--- src/rtl/title_screen_animator_if.sv ---
// Pixel/control bundle between the video front end and the title-screen compositor.
interface title_screen_animator_if #(
   parameter int COLOR_W = 4
);
   logic [9:0]         pixel_x;
   logic [9:0]         pixel_y;
   logic               video_on;
   logic               title_px;
   logic               prompt_px;
   logic               start_btn;
   logic [COLOR_W-1:0] red;
   logic [COLOR_W-1:0] green;
   logic [COLOR_W-1:0] blue;
   logic               screen_done;

   modport master (
      output pixel_x, pixel_y, video_on, title_px, prompt_px, start_btn,
      input  red, green, blue, screen_done
   );

   modport slave (
      input  pixel_x, pixel_y, video_on, title_px, prompt_px, start_btn,
      output red, green, blue, screen_done
   );
endinterface

--- src/rtl/title_screen_animator.sv ---
// Title-screen compositor: bouncing ball over a cup, steady title, blinking
// start prompt, then a fast-flash countdown that ends in screen_done.
module title_screen_animator #(
   parameter int COLOR_W      = 4,
   parameter int H_ACTIVE     = 640,
   parameter int V_ACTIVE     = 480,
   parameter int BALL_X       = 575,
   parameter int BALL_TOP     = 170,
   parameter int BALL_BOTTOM  = 230,
   parameter int BALL_R2      = 225,
   parameter int BALL_STEP    = 2,
   parameter int CUP_TL       = 550,
   parameter int CUP_TR       = 600,
   parameter int CUP_BL       = 560,
   parameter int CUP_BR       = 590,
   parameter int CUP_TOP      = 250,
   parameter int CUP_BOT      = 350,
   parameter int BLINK_FRAMES = 30,
   parameter int FLASH_FRAMES = 60,
   parameter int FLASH_DIV    = 4
) (
   input logic                   clk_d,
   input logic                   rst,
   title_screen_animator_if.slave bus
);
   typedef enum logic [1:0] {TITLE, FLASH, DONE} state_t;
   typedef enum logic {DOWN, UP} dir_t;

   localparam logic [9:0]  X_LAST     = 10'(H_ACTIVE - 1);
   localparam logic [9:0]  Y_LAST     = 10'(V_ACTIVE - 1);
   localparam logic [9:0]  B_TOP      = 10'(BALL_TOP);
   localparam logic [9:0]  B_BOT      = 10'(BALL_BOTTOM);
   localparam logic [9:0]  B_STEP     = 10'(BALL_STEP);
   localparam logic [10:0] DOWN_LIMIT = 11'(BALL_BOTTOM);
   localparam logic [10:0] UP_LIMIT   = 11'(BALL_TOP + BALL_STEP);
   localparam logic [15:0] BLINK_LAST = 16'(BLINK_FRAMES - 1);
   localparam logic [15:0] FLASH_LAST = 16'(FLASH_FRAMES - 1);
   localparam logic [15:0] F_DIV      = 16'(FLASH_DIV);

   localparam logic signed [21:0] BX     = 22'(BALL_X);
   localparam logic signed [21:0] R2     = 22'(BALL_R2);
   localparam logic signed [21:0] C_TL   = 22'(CUP_TL);
   localparam logic signed [21:0] C_TR   = 22'(CUP_TR);
   localparam logic signed [21:0] C_BL   = 22'(CUP_BL);
   localparam logic signed [21:0] C_BR   = 22'(CUP_BR);
   localparam logic signed [21:0] C_TOP  = 22'(CUP_TOP);
   localparam logic signed [21:0] C_BOT  = 22'(CUP_BOT);
   localparam logic signed [21:0] C_SPAN = 22'(CUP_BOT - CUP_TOP);

   localparam int REP = (COLOR_W + 3) / 4;

   // MSB replication widens a nibble; taking the top bits also truncates it.
   function automatic logic [COLOR_W-1:0] scale(input logic [3:0] c);
      logic [4*REP-1:0] rep;
      rep = {REP{c}};
      return rep[4*REP-1 -: COLOR_W];
   endfunction

   localparam logic [COLOR_W-1:0] C_0 = scale(4'h0);
   localparam logic [COLOR_W-1:0] C_5 = scale(4'h5);
   localparam logic [COLOR_W-1:0] C_A = scale(4'hA);
   localparam logic [COLOR_W-1:0] C_F = scale(4'hF);

   state_t      state, state_n;
   dir_t        dir, dir_n, dir_adv;
   logic [9:0]  ball_y, ball_y_n, ball_adv;
   logic [15:0] blink_cnt, blink_cnt_n;
   logic [15:0] flash_cnt, flash_cnt_n, flash_inc;
   logic        blink_on, blink_on_n;
   logic        btn_q;
   logic        tick, start_edge, flash_even;

   logic signed [21:0] px_s, py_s, by_s, dx, dy, dist2, cup_dy, left_x, right_x;
   logic               ball_hit_c, cup_hit_c;
   logic               s1_video, s1_title, s1_prompt, s1_ball, s1_cup;

   assign tick = bus.video_on & (bus.pixel_x == X_LAST) & (bus.pixel_y == Y_LAST);
   assign start_edge = bus.start_btn & ~btn_q;
   assign flash_inc = flash_cnt + 16'd1;
   assign flash_even = ((flash_inc / F_DIV) & 16'd1) == 16'd0;
   assign bus.screen_done = (state == DONE);

   // Next ball position: one step in the current direction, clamped at the bounds.
   always_comb begin
      ball_adv = ball_y;
      dir_adv  = dir;
      if (dir == DOWN) begin
         if ({1'b0, ball_y} + {1'b0, B_STEP} >= DOWN_LIMIT) begin
            ball_adv = B_BOT;
            dir_adv  = UP;
         end else begin
            ball_adv = ball_y + B_STEP;
         end
      end else begin
         if ({1'b0, ball_y} <= UP_LIMIT) begin
            ball_adv = B_TOP;
            dir_adv  = DOWN;
         end else begin
            ball_adv = ball_y - B_STEP;
         end
      end
   end

   // Animation next-state: everything moves only on the frame tick, except the
   // start edge, which overrides the same-cycle blink update.
   always_comb begin
      state_n     = state;
      ball_y_n    = ball_y;
      dir_n       = dir;
      blink_cnt_n = blink_cnt;
      blink_on_n  = blink_on;
      flash_cnt_n = flash_cnt;
      case (state)
         TITLE: begin
            if (tick) begin
               ball_y_n = ball_adv;
               dir_n    = dir_adv;
               if (blink_cnt == BLINK_LAST) begin
                  blink_cnt_n = '0;
                  blink_on_n  = ~blink_on;
               end else begin
                  blink_cnt_n = blink_cnt + 16'd1;
               end
            end
            if (start_edge) begin
               state_n     = FLASH;
               flash_cnt_n = '0;
               blink_cnt_n = '0;
               blink_on_n  = 1'b1;
            end
         end
         FLASH: begin
            if (tick) begin
               ball_y_n = ball_adv;
               dir_n    = dir_adv;
               if (flash_cnt == FLASH_LAST) begin
                  state_n = DONE;
               end else begin
                  flash_cnt_n = flash_inc;
                  blink_on_n  = flash_even;
               end
            end
         end
         DONE: begin
         end
         default: state_n = TITLE;
      endcase
   end

   // Animation state register.
   always_ff @(posedge clk_d or posedge rst) begin
      if (rst) begin
         state     <= TITLE;
         dir       <= DOWN;
         ball_y    <= B_TOP;
         blink_cnt <= '0;
         blink_on  <= 1'b1;
         flash_cnt <= '0;
         btn_q     <= 1'b0;
      end else begin
         state     <= state_n;
         dir       <= dir_n;
         ball_y    <= ball_y_n;
         blink_cnt <= blink_cnt_n;
         blink_on  <= blink_on_n;
         flash_cnt <= flash_cnt_n;
         btn_q     <= bus.start_btn;
      end
   end

   // Ball circle and trapezoid cup hit tests, signed so off-centre pixels work.
   always_comb begin
      px_s       = $signed({12'd0, bus.pixel_x});
      py_s       = $signed({12'd0, bus.pixel_y});
      by_s       = $signed({12'd0, ball_y});
      dx         = px_s - BX;
      dy         = py_s - by_s;
      dist2      = dx * dx + dy * dy;
      ball_hit_c = (dist2 <= R2);
      cup_dy     = py_s - C_TOP;
      left_x     = C_TL + ((C_BL - C_TL) * cup_dy) / C_SPAN;
      right_x    = C_TR + ((C_BR - C_TR) * cup_dy) / C_SPAN;
      cup_hit_c  = (py_s >= C_TOP) && (py_s <= C_BOT) && (px_s >= left_x) && (px_s <= right_x);
   end

   // Stage 1: register the pixel flags and hit results.
   always_ff @(posedge clk_d or posedge rst) begin
      if (rst) begin
         s1_video  <= 1'b0;
         s1_title  <= 1'b0;
         s1_prompt <= 1'b0;
         s1_ball   <= 1'b0;
         s1_cup    <= 1'b0;
      end else begin
         s1_video  <= bus.video_on;
         s1_title  <= bus.title_px;
         s1_prompt <= bus.prompt_px;
         s1_ball   <= ball_hit_c;
         s1_cup    <= cup_hit_c;
      end
   end

   // Stage 2: priority colour mux into the RGB output registers.
   always_ff @(posedge clk_d or posedge rst) begin
      if (rst) begin
         bus.red   <= '0;
         bus.green <= '0;
         bus.blue  <= '0;
      end else if (!s1_video || state == DONE) begin
         bus.red   <= '0;
         bus.green <= '0;
         bus.blue  <= '0;
      end else if (s1_cup) begin
         bus.red   <= C_0;
         bus.green <= C_5;
         bus.blue  <= C_F;
      end else if (s1_ball) begin
         bus.red   <= C_F;
         bus.green <= C_F;
         bus.blue  <= C_F;
      end else if (s1_title || (s1_prompt && blink_on)) begin
         bus.red   <= C_F;
         bus.green <= C_A;
         bus.blue  <= C_0;
      end else begin
         bus.red   <= C_0;
         bus.green <= C_F;
         bus.blue  <= C_F;
      end
   end
endmodule

--- src/flat_wrapper.sv ---
// flat-port wrapper written by rule: the top's interface ports become plain ports
module title_screen_animator_flat 
#(
   parameter int COLOR_W      = 4,
   parameter int H_ACTIVE     = 640,
   parameter int V_ACTIVE     = 480,
   parameter int BALL_X       = 575,
   parameter int BALL_TOP     = 170,
   parameter int BALL_BOTTOM  = 230,
   parameter int BALL_R2      = 225,
   parameter int BALL_STEP    = 2,
   parameter int CUP_TL       = 550,
   parameter int CUP_TR       = 600,
   parameter int CUP_BL       = 560,
   parameter int CUP_BR       = 590,
   parameter int CUP_TOP      = 250,
   parameter int CUP_BOT      = 350,
   parameter int BLINK_FRAMES = 30,
   parameter int FLASH_FRAMES = 60,
   parameter int FLASH_DIV    = 4
)
  (clk_d, rst, bus_pixel_x, bus_pixel_y, bus_video_on, bus_title_px, bus_prompt_px, bus_start_btn, bus_red, bus_green, bus_blue, bus_screen_done);
  title_screen_animator_if #(.COLOR_W(COLOR_W)) bus_i ();
  input logic clk_d;
  input logic rst;
  input wire logic [$bits(bus_i.pixel_x)-1:0] bus_pixel_x;
  input wire logic [$bits(bus_i.pixel_y)-1:0] bus_pixel_y;
  input wire logic [$bits(bus_i.video_on)-1:0] bus_video_on;
  input wire logic [$bits(bus_i.title_px)-1:0] bus_title_px;
  input wire logic [$bits(bus_i.prompt_px)-1:0] bus_prompt_px;
  input wire logic [$bits(bus_i.start_btn)-1:0] bus_start_btn;
  output wire logic [$bits(bus_i.red)-1:0] bus_red;
  output wire logic [$bits(bus_i.green)-1:0] bus_green;
  output wire logic [$bits(bus_i.blue)-1:0] bus_blue;
  output wire logic [$bits(bus_i.screen_done)-1:0] bus_screen_done;
  assign bus_i.pixel_x = bus_pixel_x;
  assign bus_i.pixel_y = bus_pixel_y;
  assign bus_i.video_on = bus_video_on;
  assign bus_i.title_px = bus_title_px;
  assign bus_i.prompt_px = bus_prompt_px;
  assign bus_i.start_btn = bus_start_btn;
  assign bus_red = bus_i.red;
  assign bus_green = bus_i.green;
  assign bus_blue = bus_i.blue;
  assign bus_screen_done = bus_i.screen_done;
  title_screen_animator #(.COLOR_W(COLOR_W), .H_ACTIVE(H_ACTIVE), .V_ACTIVE(V_ACTIVE), .BALL_X(BALL_X), .BALL_TOP(BALL_TOP), .BALL_BOTTOM(BALL_BOTTOM), .BALL_R2(BALL_R2), .BALL_STEP(BALL_STEP), .CUP_TL(CUP_TL), .CUP_TR(CUP_TR), .CUP_BL(CUP_BL), .CUP_BR(CUP_BR), .CUP_TOP(CUP_TOP), .CUP_BOT(CUP_BOT), .BLINK_FRAMES(BLINK_FRAMES), .FLASH_FRAMES(FLASH_FRAMES), .FLASH_DIV(FLASH_DIV)) u_core (.clk_d(clk_d), .rst(rst), .bus(bus_i));
endmodule
--- config.mk ---
export PLATFORM = sky130hd
export DESIGN_NAME = title_screen_animator_flat
export DESIGN_NICKNAME = d
export VERILOG_FILES = /design/src/rtl/title_screen_animator_if.sv /design/src/rtl/title_screen_animator.sv /design/src/flat_wrapper.sv
export SDC_FILE = /design/constraint.sdc
export NUM_CORES = 1
export LEC_CHECK = 0
export CORE_ASPECT_RATIO = 0.5
export CORE_MARGIN = 1
export CORE_UTILIZATION = 56
export CTS_CLUSTER_DIAMETER = 200
export DETAILED_ROUTE_END_ITERATION = 10
export PLACE_DENSITY = 0.69
export SKIP_CTS_REPAIR_TIMING = 1
export SYNTH_ARGS = -nofsm -noshare
export SYNTH_HDL_FRONTEND = slang
export SYNTH_SLANG_ARGS = --single-unit
--- constraint.sdc ---
create_clock -name clk_d -period 11.2 [get_ports clk_d]
set_input_delay 2.24 -clock clk_d [delete_from_list [all_inputs] [get_ports clk_d]]
set_output_delay 2.24 -clock clk_d [all_outputs]
set_load 0.05 [all_outputs]
Word level (Yosys, flattened, before mapping)
Cells that the tools add are included.
{"block": "totals", "register_bits": 64, "wordCells": 109}
{"block": "classes", "add_sub_neg": 11, "mul": 4, "n_div": 2, "n_lt_le_gt_ge": 7, "eq_ne": 12, "mux": 35, "bitwise_logic": 6, "reduce_logical": 17}
{"op": "two-way mux 16 bit", "n": 6}
{"op": "adder 11 x 22 -> 22 bit (first input constant)", "n": 2}
{"op": "divider 22 x 8 -> 22 bit (second input constant)", "n": 2}
{"op": "multiplier 22 x 22 -> 22 bit", "n": 2}
{"op": "multiplier 4 x 22 -> 21 bit (first input constant)", "n": 2}
{"op": "two-way mux 4 bit", "n": 11}
{"op": "adder 16 x 1 -> 16 bit (second input constant)", "n": 2}
{"op": "one-hot mux 16 bit (2 select lines)", "n": 1}
{"op": "two-way mux 10 bit", "n": 3}
{"op": "adder 22 bit", "n": 1}
{"op": ">= comparator 11 x 22 -> 1 bit", "n": 1}
{"op": "<= comparator 11 x 22 -> 1 bit", "n": 1}
{"op": "<= comparator 22 x 9 -> 1 bit (second input constant)", "n": 1}
{"op": "== test 16 x 5 -> 1 bit (second input constant)", "n": 1}
{"op": "== test 16 x 6 -> 1 bit (second input constant)", "n": 1}
{"op": "logical NOT 16 bit", "n": 1}
{"op": "adder 10 x 2 -> 11 bit (second input constant)", "n": 1}
{"op": ">= comparator 11 x 8 -> 1 bit (second input constant)", "n": 1}
{"op": "subtractor 10 x 10 -> 11 bit", "n": 1}
{"op": "subtractor 10 x 10 -> 11 bit (second input constant)", "n": 1}
{"op": "subtractor 10 x 8 -> 11 bit (second input constant)", "n": 1}
{"op": "adder 10 x 2 -> 10 bit (second input constant)", "n": 1}
{"op": "== test 10 bit (second input constant)", "n": 1}
{"op": "== test 10 x 9 -> 1 bit (second input constant)", "n": 1}
{"op": "other kinds (25)", "n": 48}

Longest topological paths before layout
Gate-level depths: netlist (run 1).
{"block": "depth", "word_depth": 7, "ltp_mapped": 71, "depth_no_buf": 66}

Worst setup path before layout (run 1)
Ideal clock, no wire load.
{"block": "synth_path", "path_type": "in2reg", "start": "input bus_pixel_y[4]", "end": "register u_core.s1_cup", "arrival_ps": 15371, "required_time_ps": 11073, "path_slack_ps": -4298, "stages": 65, "path_buffers": 4, "path_cell_list": "clkbuf_1 nand3_1 or2_2 nor2_1 nor2_1 xnor2_1 inv_1 ha_1 fa_1 inv_1 ha_1 ha_1 clkbuf_1 o21ai_1 o21bai_1 or2_1 o211ai_2 nand2_1 [... 29 more ...] mux2_2 inv_1 ha_1 a21oi_1 xor2_1 ha_1 o21ai_0 o21ai_0 o21ai_0 nand3_1 xor2_1 ha_1 nand4_1 o21ai_0 o31ai_1 a221o_1 o211ai_1 a21oi_1"}
{"block": "synth_via", "elab_chain_len": 7, "elab_cells_between_ends": 14, "cone_classes": "3 x add/sub; 2 x mul; 2 x div; 4 x order compare; 3 x reduce/logical"}
{"element": "start: declaration", "line_no": "flat_wrapper.sv:27", "rtl": "input wire logic [$bits(bus_i.pixel_y)-1:0] bus_pixel_y;"}
{"element": "subtractor 10 x 8 -> 11 bit", "line_no": "title_screen_animator.sv:180", "rtl": "cup_dy = py_s - C_TOP;"}
{"element": "multiplier 4 x 22 -> 21 bit", "line_no": "title_screen_animator.sv:181", "rtl": "left_x = C_TL + ((C_BL - C_TL) * cup_dy) / C_SPAN;"}
{"element": "divider 22 x 8 -> 22 bit", "line_no": "title_screen_animator.sv:181"}
{"element": "adder 11 x 22 -> 22 bit", "line_no": "title_screen_animator.sv:181"}
{"element": ">= comparator 11 x 22 -> 1 bit", "line_no": "title_screen_animator.sv:183", "rtl": "cup_hit_c = (py_s >= C_TOP) && (py_s <= C_BOT) && (px_s >= left_x) && (px_s <= right_x);"}
{"element": "logical AND 1 bit", "line_no": "title_screen_animator.sv:183"}
{"element": "logical AND 1 bit *", "line_no": "title_screen_animator.sv:183"}
{"element": "net u_core.cup_hit_c", "line_no": "title_screen_animator.sv:74", "rtl": "logic ball_hit_c, cup_hit_c;"}
{"element": "end signal: assignment", "line_no": "title_screen_animator.sv:199", "rtl": "s1_cup <= cup_hit_c;"}
{"element": "end: declaration", "line_no": "title_screen_animator.sv:75", "rtl": "logic s1_video, s1_title, s1_prompt, s1_ball, s1_cup;"}
The timed path passes the listed nets; every way through them passes the cells marked *.
A chain may end at the register's enable or synchronous reset.

Final worst setup path (run 1)
Same ends and word-level chain as after synthesis.

==> impl_metrics.csv, run 1 <==
group,metric,value,unit
timing,final_hold_viol_count,0,
finish,final_common_cell,"buf_4",
logic_synthesis,ys_types,123,
run_status,failed_checks,"negative setup slack",
global_route,use_met1,45.8,%
timing,setup_viol,1,
cts,clockBufferDepth,2,
global_route,grt_usage,32.3,%
cts,cts-root-buf,"clkbuf_16",
logic_synthesis,synth_enable_flop_cells,0,
setup_path,cp-end-kind,"flop",
flow_run,drv_cap,0,
timing,slew_headroom,38.2,%
place,gp_congestion,0.964,
place,place_ws,-4.82,ns
finish,fill_cells,2483,
run_status,status,"finished, violations left",
place,portBuffers,38,
setup_path,arrival,15.12,ns
cts,cts.reportedPaths.clkPinSlew,0.08,ns
logic_synthesis,ys_seq_area_share,6.54,%
global_route,top_usage_layer,"met2",
routing,firstDrtPassIters,6,
timing,fin_hold_ws,0.507,ns
finish,area_growth,37.5,%
floorplan,fp.dieH,138,microns
logic_synthesis,synth_cells,2569,
floorplan,fp.coreArea,36200,sq um
cts,clock_latency,0.30,ns
routing,drt_wl_total,64.2,mm
floorplan,initial_core_util,57.4,%
min_path,min_path_type,"flop to flop",
routing,vias,21089,
routing,vias_per_cell,5.70,
global_route,grt.overflow.total,0,
timing,worst_pin_slew,0.924,ns
routing,drtIter0Drc,1512,
timing,drv_slew,0,
global_route,met2_usage,53.3,%
logic_synthesis,syn-num-nets,3019,
timing,setup_slack,-3.72,ns
global_route,met3_usage,4.01,%
timing,max_freq,67.0,MHz
logic_synthesis,yosys_register_bits,54,
global_route,antenna_found_initial,4,
logic_synthesis,async_reset_ff_share,100,%
global_route,grt_pass1_vias,20685,
finish,utilization,78.9,%
routing,drc_errors,0,
global_route,grt_pass1_wl,101,mm
setup_path,slowest_stage,"fa_1",
finish,drive_above_1_share,32.0,%
logic_synthesis,synth_area,20700,sq um
floorplan,rows,49,
logic_synthesis,ys.flop_type,"dfrtp_1",
timing,timing.final.crit_share,133,%
setup_path,path_max_fanout,6,
finish,finalNetCount,3663,
logic_synthesis,synth_area_per_cell,8.08,sq um
logic_synthesis,yosys_warnings,0,
timing,rsz0062_at_grt,"true",
setup_path,critical_path_class,"primary input to flop",
routing,routedWlPerCell,17.3,microns
routing,ant_nets,0,
finish,final_cell_mix,"buf_4 (654), inv_1 (375), fa_1 (245), nand2_1 (203), nor2_1 (188)",
global_route,grt_max_degree,55,
floorplan,dieArea,37900,sq um
setup_path,cpPeakStageDelay,0.50,ns
timing,fin_crit,14.92,ns
cts,cts-buffers-inserted,5,
cts,cts_sinks,54,
timing,finClkSkew,0.00705,ns
setup_path,cp.required,11.39,ns
place,place.detailed.hpwl,51.9,mm
cts,cts-htree-levels,2,
cts,tritoncts,"built",
floorplan,dieWidth,274,microns
floorplan,ioPinCount,39,
setup_path,startpoint_type,"primary input",
[path summary, 6_finish.rpt]
| kind | startpoint | end | slack, ns | cells after the start |
|---|---|---|---|---|
| worst max-delay path | bus_pixel_y[4] | u_core.s1_cup | -3.72 | 66 |
| worst min-delay path | u_core.blink_cnt[4] | u_core.blink_cnt[4] | 0.51 | 1 |
| worst max register to register | u_core.ball_y[1] | u_core.s1_ball | 1.78 | 41 |
| worst min register to register | u_core.blink_cnt[4] | u_core.blink_cnt[4] | 0.51 | 1 |
| max in group asynchronous | rst | u_core.state[1] | 8.26 | 3 |
| min in group asynchronous | rst | u_core.blink_cnt[15] | 2.45 | 3 |
[state kept, by name (all words and copies together), names as in the netlist, 2 cells and up]
name	cells
u_core.ball_y	9
u_core.blink_cnt	16
u_core.flash_cnt	16
u_core.state	2
[cell families after synthesis]
| logic type | count (synthesis) | synth area share, % |
|---|---|---|
| other cells | 1 | 0.0181 |
| flops | 54 | 6.54 |
| compound gates | 580 | 20.3 |
| xor+xnor | 201 | 8.66 |
| buf+inv | 465 | 8.73 |
| fa+ha+maj | 433 | 35.0 |
| simple gates | 801 | 19.0 |
| mux | 34 | 1.81 |
[metrics by stage]
step                      std cells  area, sq um  TNS (ns)
after floorplan                2569        21200     -3.24
after global placement         3637        26400     -5.33
after detailed placement       3637        26400     -5.61
after CTS                      3645        26600     -5.17
after global routing           3702        28500     -4.41
final                          3702        28500     -3.72
[Yosys cell counts (35+ instances only)]
| library cell | instances | share of area (%) |
|---|---|---|
| nand3_1 | 80 | 1.9 |
| fa_1 | 247 | 24 |
| o21ai_0 | 94 | 2.3 |
| nand2_1 | 211 | 3.8 |
| a21oi_1 | 101 | 2.4 |
| xor2_1 | 61 | 2.6 |
| dfrtp_1 | 49 | 5.9 |
| nor2_1 | 202 | 3.7 |
| xnor2_1 | 136 | 5.7 |
| clkbuf_1 | 42 | 0.76 |
| nor3_1 | 69 | 1.7 |
| a31oi_1 | 35 | 1.1 |
| ha_1 | 177 | 11 |
| inv_1 | 389 | 7.0 |
| and2_1 | 41 | 1.2 |
[critical path, delay by kind of cell]
family / cells / cell delay [ns]
AO/OA/AOI/OAI: 30 / 5.50
XOR/XNOR: 7 / 1.24
adder cells (fa/ha/maj): 7 / 1.96
buffers and inverters: 9 / 1.16
multiplexers: 1 / 0.28
AND/OR/NAND/NOR: 12 / 2.69
[metal layers]
metal / vias to the layer above / part of all wire, %
met3: 95 / 6.2
met4: 0 / 1.8
met1: 10273 / 44
met2: 632 / 48
li1: 10089 / -
met5: - / 0
[final cells by class]
| cell class | count | area (sq um) | area share (%) |
|---|---|---|---|
| Timing Repair Buffer | 706 | 5470 | 19.2 |
| Clock inverter | 2 | 37.5 | 0.132 |
| Multi-Input combinational cell | 2050 | 19400 | 68.1 |
| Clock buffer | 6 | 129 | 0.452 |
| Sequential cell | 54 | 1360 | 4.76 |
| Tap cell | 484 | 606 | 2.12 |
| Inverter | 396 | 1500 | 5.25 |
| Antenna cell | 4 | 10.0 | 0.0351 |
Power of run 1 is left out: the tool's default activity adds up to more than one toggle a clock period on the data nets, which glitch-free logic cannot reach.
==> run 2: changes to the inputs <==
- CORE_UTILIZATION: 56 -> 40
- PLACE_DENSITY: 0.69 -> 0.51
==> impl_metrics.csv, run 2 (synthesis results as in run 1) <==
group,metric,value,unit
timing,setup_slack,-3.57,ns
cts,cts.reportedPaths.clkPinSlew,0.07,ns
finish,area_growth,40.7,%
finish,layout.cells.non_filler,3939,
routing,vias,20530,
timing,rsz0062_at_grt,"true",
routing,routedWlPerCell,16.2,microns
finish,drive_above_1_share,33.3,%
timing,finClkSkew,0.00921,ns
cts,cts-htree-levels,2,
min_path,min_path_type,"flop to flop",
cts,tritoncts,"built",
cts,cts-root-buf,"clkbuf_16",
setup_path,rrSetupSlack,1.82,ns
global_route,grt_pass1_vias,20114,
place,gp_congestion,0.916,
flow_run,drv_cap,0,
finish,final_cell_mix,"buf_4 (682), inv_1 (377), fa_1 (245), nand2_1 (200), nor2_1 (186)",
floorplan,dieWidth,324,microns
finish,finalNetCount,3697,
global_route,antenna_found_initial,1,
run_status,status,"finished, violations left",
timing,worst_pin_slew,0.992,ns
setup_path,cp-end-kind,"flop",
setup_path,slowest_stage,"fa_1",
finish,multi_input_area,19600,sq um
place,place.detailed.hpwl,53.4,mm
setup_path,cp_common_cell,"buf_4",
place,place_ws,-4.44,ns
floorplan,fp.coreArea,50700,sq um
place,portBuffers,38,
setup_path,startpoint_type,"primary input",
routing,drc_errors,0,
timing,final_hold_viol_count,0,
setup_path,arrival,14.96,ns
global_route,grt_max_degree,55,
cts,clock_latency,0.30,ns
timing,timing.final.crit_share,132,%
setup_path,critical_path_class,"primary input to flop",
floorplan,rows,58,
floorplan,fp.dieH,163,microns
timing,setup_tns,-3.57,ns
timing,drv_slew,0,
finish,reg_top3,"u_core.blink_cnt (16), u_core.flash_cnt (16), u_core.ball_y (9)",
cts,clockBufferDepth,2,
timing,max_freq,67.7,MHz
floorplan,ioPinCount,39,
global_route,grt_pass1_wl,103,mm
timing,fin_crit,14.77,ns
finish,final_common_cell,"buf_4",
setup_path,cpPeakStageDelay,0.49,ns
timing,slew_headroom,33.3,%
timing,fin_hold_ws,0.506,ns
routing,drtIter0Drc,1356,
global_route,grt_usage,23.9,%
setup_path,path_max_fanout,5,
finish,fill_cells,4683,
routing,vias_per_cell,5.21,
floorplan,initial_core_util,40.9,%
run_status,failed_checks,"negative setup slack",
finish,seq_area,1360,sq um
timing,setup_viol,1,
routing,firstDrtPassIters,5,
cts,cts-buffers-inserted,5,
setup_path,cp.required,11.39,ns
floorplan,dieArea,52800,sq um
routing,ant_nets,0,
global_route,grt.overflow.total,0,
routing,drt_wl_total,63.9,mm
place,dpl.cell_count,3866,
cts,cts_sinks,54,
-- run 2: cell types whose count changed in the layout (fill, tap and decap cells not counted), moves of 6 or more --
cell     previous run  this run
buf_4             654       682
nor3_1             55        48
a21oi_2            20        26
and3_1             24        18
and3_4              1         7
nor3_2             11        17
-- run 2: per-stage QoR --
stage | cell area (sq um) | utilization (%)
2_1_floorplan | 21200 | -
5_1_grt | 29200 | 57.5
3_5_place_dp | 26900 | 53.0
6_report | 29200 | 57.5
4_1_cts | 27000 | 53.2
3_3_place_gp | 26900 | 53.0
-- run 2: layout make-up --
type	count	share of cell area (%)
Tap cell	690	2.96
Sequential cell	54	4.65
Antenna cell	1	0.00857
Clock buffer	6	0.441
Inverter	396	5.09
Multi-Input combinational cell	2051	67.0
Clock inverter	2	0.0471
Timing Repair Buffer	739	19.8
-- run 2: worst paths after layout --
check                                     from             endpoint  cells past startpoint
setup / recovery                bus_pixel_y[2]        u_core.s1_cup                     72
hold / removal             u_core.blink_cnt[3]  u_core.blink_cnt[3]                      1
setup reg to reg              u_core.ball_y[1]       u_core.s1_ball                     41
hold reg to reg            u_core.blink_cnt[3]  u_core.blink_cnt[3]                      1
max in group asynchronous                  rst   u_core.bus.blue[2]                      3
min in group asynchronous                  rst  u_core.blink_cnt[1]                      3
-- run 2: critical path: cells and delay by family --
kind,cells,cell delay [ns]
muxes,4,0.92
xor gates and xnor gates,5,0.96
buffers and inverters,17,2.15
and+or+nand+nor,11,2.11
AOI/OAI and AO/OA,27,4.43
adders and majority gates,8,2.12
-- run 2: per-layer routing --
layer	track usage, %	routed length (microns)
met1	36.2	32400
met2	38.3	29000
met3	1.69	1970
met4	2.36	574
met5	0	0
Power of run 2 is left out for the same reason.
